### config.mk
export PLATFORM = sky130hd
export DESIGN_NAME = jtcps1_vram_arb_flat
export DESIGN_NICKNAME = d
export VERILOG_FILES = /design/src/rtl/jtcps1_vram_arb_if.sv /design/src/rtl/jtcps1_vram_arb.sv /design/src/flat_wrapper.sv
export SDC_FILE = /design/constraint.sdc
export NUM_CORES = 1
export LEC_CHECK = 0
export ABC_CLOCK_PERIOD_IN_PS = 2300
export CAP_MARGIN = 20
export CORE_ASPECT_RATIO = 1.4
export CORE_UTILIZATION = 40
export DETAILED_ROUTE_END_ITERATION = 8
export PLACE_DENSITY = 0.71
export REMOVE_ABC_BUFFERS = 1
export SETUP_SLACK_MARGIN = 0.2
export SLEW_MARGIN = 40
export SYNTH_ARGS = -nofsm -noshare
export SYNTH_HDL_FRONTEND = slang
export SYNTH_SLANG_ARGS = --single-unit
export TNS_END_PERCENT = 50
### constraint.sdc
create_clock -name clk -period 2.3 [get_ports clk]
set_input_delay 0.46 -clock clk [delete_from_list [all_inputs] [get_ports clk]]
set_output_delay 0.46 -clock clk [all_outputs]
set_load 0.1 [all_outputs]
### src/rtl/jtcps1_vram_arb_if.sv
// SDRAM read port shared by the CPS1 VRAM clients.
// The master side is the arbiter; the slave side is the SDRAM controller.
interface jtcps1_vram_arb_if;
    logic [21:0] sdram_addr;
    logic        sdram_req;
    logic        sdram_ack;
    logic        sdram_rdy;
    logic [15:0] sdram_din;

    modport master (
        output sdram_addr,
        output sdram_req,
        input  sdram_ack,
        input  sdram_rdy,
        input  sdram_din
    );

    modport slave (
        input  sdram_addr,
        input  sdram_req,
        output sdram_ack,
        output sdram_rdy,
        output sdram_din
    );
endinterface

### src/rtl/jtcps1_vram_arb.sv
// Fixed-priority arbiter of the scroll, object and palette VRAM readers onto one SDRAM read port.
// Each client owns a one-word result register tagged with the address it was fetched for.
module jtcps1_vram_arb #(
    parameter logic [21:0] OFFSET = 22'h0
) (
    input  logic              clk,
    input  logic              rst,
    input  logic              flush,

    input  logic [16:0]       vram1_addr,
    input  logic [16:0]       vram_obj_addr,
    input  logic [16:0]       vpal_addr,
    input  logic              vram1_cs,
    input  logic              vram_obj_cs,
    input  logic              vpal_cs,

    output logic [15:0]       vram1_data,
    output logic [15:0]       vram_obj_data,
    output logic [15:0]       vpal_data,
    output logic              vram1_ok,
    output logic              vram_obj_ok,
    output logic              vpal_ok,

    jtcps1_vram_arb_if.master sdram
);

    typedef enum logic [1:0] {
        StIdle,
        StWaitAck,
        StWaitData
    } state_t;

    // Client index 0 = vram1 (highest priority), 1 = vram_obj, 2 = vpal.
    logic [2:0][16:0] addr;
    logic [2:0]       cs;
    logic [2:0]       hit;
    logic [2:0]       miss;
    logic [2:0]       ok;

    logic [2:0][16:0] tag_q;
    logic [2:0][15:0] data_q;
    logic [2:0]       valid_q;

    state_t           state_q;
    logic [1:0]       grant_q;
    logic [1:0]       pick;
    logic             discard_q;
    logic             req_q;
    logic [21:0]      addr_q;
    logic             done;

    assign addr = {vpal_addr, vram_obj_addr, vram1_addr};
    assign cs   = {vpal_cs, vram_obj_cs, vram1_cs};

    always_comb begin
        hit  = '0;
        miss = '0;
        for (int i = 0; i < 3; i++) begin
            hit[i]  = valid_q[i] && (addr[i] == tag_q[i]);
            miss[i] = cs[i] && !hit[i];
        end
        ok = cs & hit;
    end

    always_comb begin
        pick = 2'd2;
        if (miss[0]) begin
            pick = 2'd0;
        end else if (miss[1]) begin
            pick = 2'd1;
        end
    end

    // A read finishes either on rdy in WAIT_DATA or on ack+rdy together in WAIT_ACK.
    always_comb begin
        done = 1'b0;
        case (state_q)
            StWaitAck:  done = sdram.sdram_ack && sdram.sdram_rdy;
            StWaitData: done = sdram.sdram_rdy;
            default:    done = 1'b0;
        endcase
    end

    always_ff @(posedge clk) begin
        if (rst) begin
            state_q   <= StIdle;
            grant_q   <= 2'd0;
            discard_q <= 1'b0;
            req_q     <= 1'b0;
            addr_q    <= '0;
            tag_q     <= '0;
            data_q    <= '0;
            valid_q   <= '0;
        end else begin
            if (flush) begin
                valid_q <= '0;
            end
            case (state_q)
                StIdle: begin
                    if (|miss) begin
                        grant_q       <= pick;
                        tag_q[pick]   <= addr[pick];
                        valid_q[pick] <= 1'b0;
                        addr_q        <= OFFSET + {5'b0, addr[pick]};
                        req_q         <= 1'b1;
                        discard_q     <= 1'b0;
                        state_q       <= StWaitAck;
                    end
                end
                StWaitAck: begin
                    if (flush) begin
                        discard_q <= 1'b1;
                    end
                    if (sdram.sdram_ack) begin
                        req_q   <= 1'b0;
                        state_q <= sdram.sdram_rdy ? StIdle : StWaitData;
                    end
                end
                StWaitData: begin
                    if (flush) begin
                        discard_q <= 1'b1;
                    end
                    if (sdram.sdram_rdy) begin
                        state_q <= StIdle;
                    end
                end
                default: begin
                    req_q   <= 1'b0;
                    state_q <= StIdle;
                end
            endcase
            // Data is always kept; a flush seen during the read leaves it invalid.
            if (done) begin
                data_q[grant_q]  <= sdram.sdram_din;
                valid_q[grant_q] <= !(discard_q || flush);
            end
        end
    end

    assign sdram.sdram_req  = req_q;
    assign sdram.sdram_addr = addr_q;

    assign vram1_data    = data_q[0];
    assign vram_obj_data = data_q[1];
    assign vpal_data     = data_q[2];
    assign vram1_ok      = ok[0];
    assign vram_obj_ok   = ok[1];
    assign vpal_ok       = ok[2];

endmodule

### src/flat_wrapper.sv
// flat-port wrapper written by rule: the top's interface ports become plain ports
module jtcps1_vram_arb_flat 
#(
    parameter logic [21:0] OFFSET = 22'h0
)
  (clk, rst, flush, vram1_addr, vram_obj_addr, vpal_addr, vram1_cs, vram_obj_cs, vpal_cs, vram1_data, vram_obj_data, vpal_data, vram1_ok, vram_obj_ok, vpal_ok, sdram_sdram_addr, sdram_sdram_req, sdram_sdram_ack, sdram_sdram_rdy, sdram_sdram_din);
  jtcps1_vram_arb_if sdram_i ();
  input  logic clk;
  input  logic rst;
  input  logic flush;
  input  logic [16:0] vram1_addr;
  input  logic [16:0] vram_obj_addr;
  input  logic [16:0] vpal_addr;
  input  logic vram1_cs;
  input  logic vram_obj_cs;
  input  logic vpal_cs;
  output logic [15:0] vram1_data;
  output logic [15:0] vram_obj_data;
  output logic [15:0] vpal_data;
  output logic vram1_ok;
  output logic vram_obj_ok;
  output logic vpal_ok;
  output wire logic [$bits(sdram_i.sdram_addr)-1:0] sdram_sdram_addr;
  output wire logic [$bits(sdram_i.sdram_req)-1:0] sdram_sdram_req;
  input wire logic [$bits(sdram_i.sdram_ack)-1:0] sdram_sdram_ack;
  input wire logic [$bits(sdram_i.sdram_rdy)-1:0] sdram_sdram_rdy;
  input wire logic [$bits(sdram_i.sdram_din)-1:0] sdram_sdram_din;
  assign sdram_sdram_addr = sdram_i.sdram_addr;
  assign sdram_sdram_req = sdram_i.sdram_req;
  assign sdram_i.sdram_ack = sdram_sdram_ack;
  assign sdram_i.sdram_rdy = sdram_sdram_rdy;
  assign sdram_i.sdram_din = sdram_sdram_din;
  jtcps1_vram_arb #(.OFFSET(OFFSET)) u_core (.clk(clk), .rst(rst), .flush(flush), .vram1_addr(vram1_addr), .vram_obj_addr(vram_obj_addr), .vpal_addr(vpal_addr), .vram1_cs(vram1_cs), .vram_obj_cs(vram_obj_cs), .vpal_cs(vpal_cs), .vram1_data(vram1_data), .vram_obj_data(vram_obj_data), .vpal_data(vpal_data), .vram1_ok(vram1_ok), .vram_obj_ok(vram_obj_ok), .vpal_ok(vpal_ok), .sdram(sdram_i));
endmodule
# Yosys cells after proc, flatten, opt, wreduce, memory -nomap -nowiden
# Index checks and enable logic that the tools add are counted.
[totals]
inputBits = 75
latchBits = 0
out_inout_bits = 74
rom_bits = 0
register_bits = 125
ram_bits = 0
mem_count = 0
[op_classes]
n_bitwise = 4
shifts = 0
mux = 33
n_addsub = 0
n_reduce_logical = 22
order_cmp = 4
div_mod_pow = 0
n_mul = 0
eq_ne = 9
[op_table]
columns = ["operator", "n"]
rows = [
  ["51-bit bitwise mux", 1],
  ["17-bit equality test", 3],
  ["48-bit bitwise mux", 1],
  ["17-bit binary-select mux with 2-bit select", 1],
  ["17-bit demux with 2-bit select", 1],
  ["17-bit two-way mux", 2],
  ["16-bit demux with 2-bit select", 1],
  ["3-bit two-way mux", 6],
  ["16-bit two-way mux", 1],
  ["2-bit two-way mux", 6],
  ["1-bit logical AND", 9],
  ["3-bit AND reduction", 3],
  ["3-bit bitwise AND", 2],
  ["2-bit by 3-bit less-than comparator with 1-bit output, second input constant", 2],
  ["1-bit two-way mux", 6],
  ["2-bit case mux with 3 select lines", 1],
  ["1-bit demux with 2-bit select", 2],
  ["2-bit by 1-bit greater-or-equal comparator with 1-bit output, second input constant", 2],
  ["1-bit logical NOT", 4],
  ["2-bit by 1-bit inequality test with 1-bit output, second input constant", 2],
  ["2-bit inequality test, second input constant", 2],
  ["1-bit case mux with 2 select lines", 2],
  ["3-bit bitwise mux", 1],
  ["3-bit inverter", 1],
  ["10 further kinds", 10],
]

# Longest topological paths before layout
# Gate-level depths: netlist (run 1).
[depth]
ltp_word = 17
mapped_depth = 10
mapped_depth_nobuf = 8

# Worst setup path after synthesis (run 1)
# No wires, ideal clock.
[synth_path]
path_type = "in2out"
startpoint = "in vram_obj_addr[12]"
endpoint = "out vram_obj_ok"
setup_slack_ns = -2.075
t_required_ns = 1.840
stages = 4
t_arrival_ns = 3.915
cell_sequence = "xor2_1 nor4_1 nand3_1 nor4_1"
[synth_via]
elab_chain_cells = 3
[synth_lines]
columns = ["item", "line_no", "text"]
rows = [
  ["from (decl)", "flat_wrapper.sv:12", "input logic [16:0] vram_obj_addr;"],
  ["17-bit equality test", "jtcps1_vram_arb.sv:59", "hit[i] = valid_q[i] && (addr[i] == tag_q[i]);"],
  ["1-bit logical AND", "jtcps1_vram_arb.sv:59", ""],
  ["3-bit bitwise AND", "jtcps1_vram_arb.sv:62", "ok = cs & hit;"],
  ["to (decl)", "flat_wrapper.sv:21", "output logic vram_obj_ok;"],
]
# No other way between the ends.

# Worst setup path in the final report (run 1)
[layout_path]
startpoint = "reg u_core.tag_q[30] (netlist bit)"
endpoint = "out vram_obj_ok"
[layout_via]
elab_chain_cells = 3
[layout_lines]
columns = ["item", "line_no", "text"]
rows = [
  ["from (decl)", "jtcps1_vram_arb.sv:40", "logic [2:0][16:0] tag_q;"],
  ["from (signal, indexed assignment)", "jtcps1_vram_arb.sv:102", "tag_q[pick] <= addr[pick];"],
  ["17-bit equality test", "jtcps1_vram_arb.sv:59", ""],
  ["1-bit logical AND", "jtcps1_vram_arb.sv:59", ""],
  ["3-bit bitwise AND", "jtcps1_vram_arb.sv:62", ""],
]
# No other way between the ends.

==> results of run 1 <==
==> kinds of logic after synthesis <==
family | after synthesis
and+or+nand+nor | 211
muxes | 60
adders and majority gates | 3
AOI/OAI and AO/OA | 120
DFF | 125
buffers and inverters | 53
xor gates and xnor gates | 51
other | 1
==> synth_stat cells, drive strengths merged (5+ instances only) <==
master  number
clkbuf      30
a21oi       57
nor2        46
and2         9
o22ai       16
o41ai        8
o21ai       27
buf         18
nand2       87
nor3         5
nand2b      20
xnor2       31
nand4        7
inv          5
mux2         8
nor4         7
dfxtp      125
mux2i       52
xor2        20
nand3b      17
==> layer usage <==
layer | track usage (%) | wire, um | vias up
met5 | 0 | 0 | -
met4 | 10.0 | 588 | 0
met3 | 8.08 | 1560 | 41
met2 | 44.5 | 9570 | 233
met1 | 26.7 | 6700 | 2552
li1 | - | - | 2529
==> critical path, stage by stage (launching register included) <==
cell and delay, ns:
dfxtp_2 0.33, xor2_2 0.18, nor4_2 0.31, buf_4 0.17, nand3_4 0.08, nor4_4 0.31
buf_4 0.18, buf_12 0.17
==> registers in the layout, indices dropped and copies added, names as in the netlist <==
signal and flops:
u_core.discard_q 1, u_core.grant_q 2, u_core.sdram.sdram_addr 17, u_core.sdram.sdram_req 1
u_core.state_q 2, u_core.tag_q 51, u_core.valid_q 3, u_core.vpal_data 16
u_core.vram1_data 16, u_core.vram_obj_data 16
==> report_power, final <==
group          internal (mW)  total (mW)  switching, mW
Sequential              2.27        2.35         0.0794
Combinational          0.548        1.41          0.859
Clock                   1.95        2.96           1.01
Total                   4.78        6.72           1.95
==> layout make-up <==
class / count / area (um^2)
clock buffer: 18 / 439
clock inverter: 14 / 218
tap: 185 / 231
sequential: 125 / 2510
multi-input combinational: 450 / 3300
antenna: 4 / 10.0
timing repair buffer: 222 / 2090
inverter: 5 / 18.8
fill: 1108 / 5030
==> through the flow <==
step | hold WS [ns] | cell area [um^2] | setup slack [ns] | setup TNS [ns] | util (%)
5_1_grt | 0.484 | 8810 | -0.344 | -16.47 | 63.6
4_1_cts | 0.462 | 8560 | -0.302 | -6.21 | 61.8
3_5_place_dp | 0.452 | 7560 | -0.741 | -43.29 | 54.6
3_3_place_gp | 0.443 | 7560 | -0.690 | -42.07 | 54.6
6_report | 0.460 | 8820 | -0.295 | -12.61 | 63.7
2_1_floorplan | 0.459 | 5420 | -2.07 | -84.79 | -
==> repair_timing <==
action / CTS / global route
cloned: 4 / 2
buffers inserted: 4 / 2
gates resized for setup: 98 / 41
endpoints found under the setup margin: 80 / 66
hold buffers: 0 / 0
pin swaps: 22 / 12
==> worst paths after layout <==
check	to	startpoint	cells after the start
max reg2reg	u_core.sdram.sdram_addr[2]	u_core.tag_q[30]	11
min	u_core.vram1_data[15]	u_core.vram1_data[15]	2
min reg2reg	u_core.vram1_data[15]	u_core.vram1_data[15]	2
max	vram_obj_ok	u_core.tag_q[30]	7
==> reports/results.ini, run 1 <==
[run_status]
status=complete, but fails checks
violations=negative setup slack

[grt]
grt_pass1_wl_um=27800
antenna_found_initial=4
overflow=0
grt_max_degree=55
grt_usage_pct=25.0
first_global_vias=5616

[finish]
layoutNonFillerInstCount=1023
drive_gt1_share_pct=32.0
fin_nets=899
area_growth_pct=55.9
final_cell_mix=127 x buf_4, 117 x dfxtp_1, 87 x nand2_1
final_common_cell=buf_4

[clock_network]
cts_root_buf=clkbuf_16
cts.clk_slew.worst_paths_ns=0.06
cts_tree=built
cts_sinks=125
ctsLongestPathBuffers=2
cts_htree_levels=4
clock_latency_ns=0.41
cts_buffers=17

[logic_synthesis]
synthFlopType=dfxtp_1
synth_top_cell_by_area=dfxtp_1
syn-cell-area_um2=5660
synth_top_family_by_area=simple AND/OR/NAND/NOR gates
synth-simple-area-share_pct=18.1
yosys_warnings=0
synth_xor_area_share_pct=7.90
synth.distinct_cells=44
synthMuxAreaShare_pct=10.8
synth_compound_area_share_pct=13.3
async_flop_share_pct=0
syn_inst=624
ys_ff_latch=125
synth_edf_count=0
ys_seq_area_share_pct=44.2
synthAdderAreaFrac_pct=0.664
synth_area_leaders=dfxtp_1 44%, mux2i_1 9.2%, nand2_1 5.8%, a21oi_1 5.0%, xnor2_1 4.8%
yosysTopAreaCellShare_pct=44.2
syn_avg_cell_area_um2=9.07

[worst_setup_path]
crit_arrival_ns=2.13
critPathLaunchType=flip-flop
cp.required_ns=1.84
crit_fanout=2
crit_path_end_kind=output port
rrSetupSlack_ns=-0.29
critPathKind=flip-flop to output port

[pwr]
p_per_area_nw_per_um2=762
vdd_drop_max_mv=0.445
power.leakage_nw=3.69
p_total_mw=6.72

[place]
hpwl_um=12100
gp_congestion=0.833
port_buffers=143
dp_cells=975

[routing]
drc=0
vias_per_cell=5.23
drtPass1Iterations=5
vias=5355
first_iter_violations=258
ant_nets=0
post_drt_wl_per_cell_um=18.0
finalWirelength_um=18400

[timing]
timing.slew.headroom_pct=64.5
finalCritPeriodShare_pct=113
final-setup-viol-count=62
worst_slack_ns=-0.295
slew_violations=0
rsz0062_at_grt=yes
skew_ns=0.00711
hold_viol=0
tightest_slew_ns=0.533
period_minus_slack_ns=2.59
max_freq_mhz=385

[floorplan]
core_area_um2=13800
die_area_um2=14600
die_h_um=143
die_x_um=103
initial_utilization_pct=40.9
rows=51
ios=149

[job]
maxCapViolations=0

[min_path]
hold_class=flip-flop to flip-flop

(Power assumes the default switching activity.)
==> run 2: changes to the inputs <==
- ABC_CLOCK_PERIOD_IN_PS: 2300 -> 2200
- clock period: 2.3 -> 2.2 ns (I/O delays scaled with it)
==> reports/results.ini, run 2 (synthesized netlist as in run 1, its figures left out) <==
[run_status]
status=complete, but fails checks
violations=negative setup slack

[worst_setup_path]
crit_arrival_ns=2.97  ; +0.84 ns
crit_path_end_kind=flip-flop
crit_fanout=15  ; +13
cp.required_ns=2.53  ; +0.69 ns
critPathLaunchType=flip-flop
critPathKind=flip-flop to flip-flop

[finish]
final_common_cell=dfxtp_1
layoutNonFillerInstCount=1020  ; -0.29%
drive_gt1_share_pct=31.1  ; -0.96 points
final_core_util_pct=63.7  ; about the same
multi_input_comb_area_um2=3330  ; +0.99%
seq_area_um2=2500  ; -0.30%
regMostFlops=u_core.tag_q
final_cell_mix=123 x dfxtp_1, 116 x buf_4, 87 x nand2_1
stdcell_area_um2=8830  ; about the same
area_growth_pct=56.0  ; about the same
fin_nets=899  ; unchanged
fillers=1100  ; -0.72%
largest_reg_flops=51  ; unchanged

[timing]
worst_slack_ns=-0.438  ; -0.143 ns
finalCritPeriodShare_pct=120
timing.slew.headroom_pct=63.8  ; -0.68 points
skew_ns=0.0153  ; +0.00816 ns
period_minus_slack_ns=2.64
max_freq_mhz=379
final-setup-viol-count=62  ; unchanged
rsz0062_at_grt=yes
tightest_slew_ns=0.543  ; +0.0102 ns
hold_viol=0  ; unchanged
slew_violations=0  ; unchanged

[grt]
overflow=0  ; unchanged
grt_pass1_wl_um=27100  ; -2.4%
antenna_found_initial=1  ; -3
grt_max_degree=51  ; -7.3%
first_global_vias=5539  ; -1.4%
grt_usage_pct=24.5  ; -0.52 points

[pwr]
p_sw_mw=2.03  ; +4.1%
power.share.clock_pct=41.4  ; -2.7 points
power_frac_seq_pct=36.7  ; +1.7 points
power.leakage_nw=3.68  ; -0.34%
vdd_drop_max_mv=0.535  ; +20%
p_comb_share_pct=21.9  ; +1.0 points
intPower_mw=4.68  ; -1.9%
p_per_area_nw_per_um2=760  ; -0.27%
p_sw_share_pct=30.2  ; +1.2 points

[floorplan]
ios=149  ; unchanged
initial_utilization_pct=40.9  ; unchanged
core_area_um2=13800  ; unchanged
die_h_um=143  ; unchanged
rows=51  ; unchanged
die_area_um2=14600  ; unchanged
die_x_um=103  ; unchanged

[routing]
top_layer=met4
wl_met3_um=1330  ; -15%
drtPass1Iterations=6  ; +1
vias_per_cell=5.20  ; -0.68%
dr_wl_met2_um=9510  ; -0.66%
vias=5303  ; -0.97%
drc=0  ; unchanged
post_drt_wl_per_cell_um=17.8  ; -0.85%
wl_met1_um=6780  ; +1.2%
first_iter_violations=204  ; -21%
finalWirelength_um=18200  ; -1.1%
ant_nets=0  ; unchanged

[clock_network]
clock_latency_ns=0.42  ; about the same
cts_buffers=17  ; unchanged
ctsLongestPathBuffers=2  ; unchanged
cts_sinks=125  ; unchanged
cts_htree_levels=4  ; unchanged
cts.clk_slew.worst_paths_ns=0.06  ; about the same
cts_root_buf=clkbuf_16
cts_tree=built

[place]
dp_cells=976  ; +0.10%
place_area_um2=7570  ; about the same
gp_congestion=0.866  ; +4.0%
hpwl_um=12100  ; about the same
port_buffers=143  ; unchanged

[job]
maxCapViolations=0  ; unchanged

[min_path]
hold_class=input pin to flip-flop

run 2: metrics by stage:
stage                     setup slack (ns)  setup TNS (ns)  hold slack [ns]  total power, mW
after floorplan                      -2.13          -92.86            0.459             3.25
after global placement              -0.756          -50.33            0.443             3.77
after detailed placement            -0.892          -55.79            0.451             3.79
after CTS                           -0.401          -17.98            0.459             6.67
after global routing                -0.522          -27.29            0.405             6.94
final                               -0.438          -21.81            0.400             6.71
run 2: worst paths after layout:
| check | start | end | slack (ns) | cells past startpoint |
|---|---|---|---|---|
| setup / recovery | u_core.tag_q[30] | u_core.tag_q[39] | -0.44 | 13 |
| hold / removal | vram1_addr[2] | u_core.tag_q[2] | 0.40 | 3 |
| setup reg to reg | u_core.tag_q[30] | u_core.tag_q[39] | -0.44 | 13 |
| hold reg to reg | u_core.vram_obj_data[10] | u_core.vram_obj_data[10] | 0.46 | 2 |
run 2: repair_timing:
| action | in CTS | in global routing |
|---|---|---|
| resized for setup | 79 | 68 |
| hold buffers | 0 | 0 |
| setup endpoints to repair | 80 | 97 |
| gates cloned | 4 | 0 |
| buffers inserted | 6 | 1 |
| pin swaps | 19 | 22 |
run 2: layout make-up:
type	count	share of cell area, %
Clock inverter	13	1.59
Multi-Input combinational cell	450	37.7
Timing Repair Buffer	222	24.3
Antenna cell	1	0.0284
Clock buffer	19	5.13
Sequential cell	125	28.4
Inverter	5	0.213
Tap cell	185	2.62
run 2: worst max-delay path, stage by stage (launching register included):
cell and delay (ns):
dfxtp_2 0.33, xor2_2 0.19, nor4_2 0.27, buf_4 0.16, nand3_4 0.09, buf_6 0.15
buf_6 0.11, o31ai_4 0.26, buf_6 0.15, buf_6 0.11, and4bb_4 0.31, nand2b_4 0.08
buf_12 0.16, o22ai_2 0.18
run 2: layer usage:
layer	vias to the layer above	track usage, %
met4	0	10.3
li1	2530	-
met2	189	43.6
met1	2545	25.5
met5	-	0
met3	39	8.61
run 2: power by group through the flow:
stage               logic, mW  registers (mW)  clock network [mW]
floorplan               0.415            2.83                   0
global placement         1.28            2.49                   0
detailed placement       1.29            2.50                   0
CTS                      1.39            2.45                2.83
global route             1.54            2.47                2.93
finish                   1.47            2.46                2.78
==> run 3: changes to the inputs <==
- CAP_MARGIN: 20 -> 25
==> results of run 3 <==
No change in the layout: final DEF, timing and power equal those of run 2.
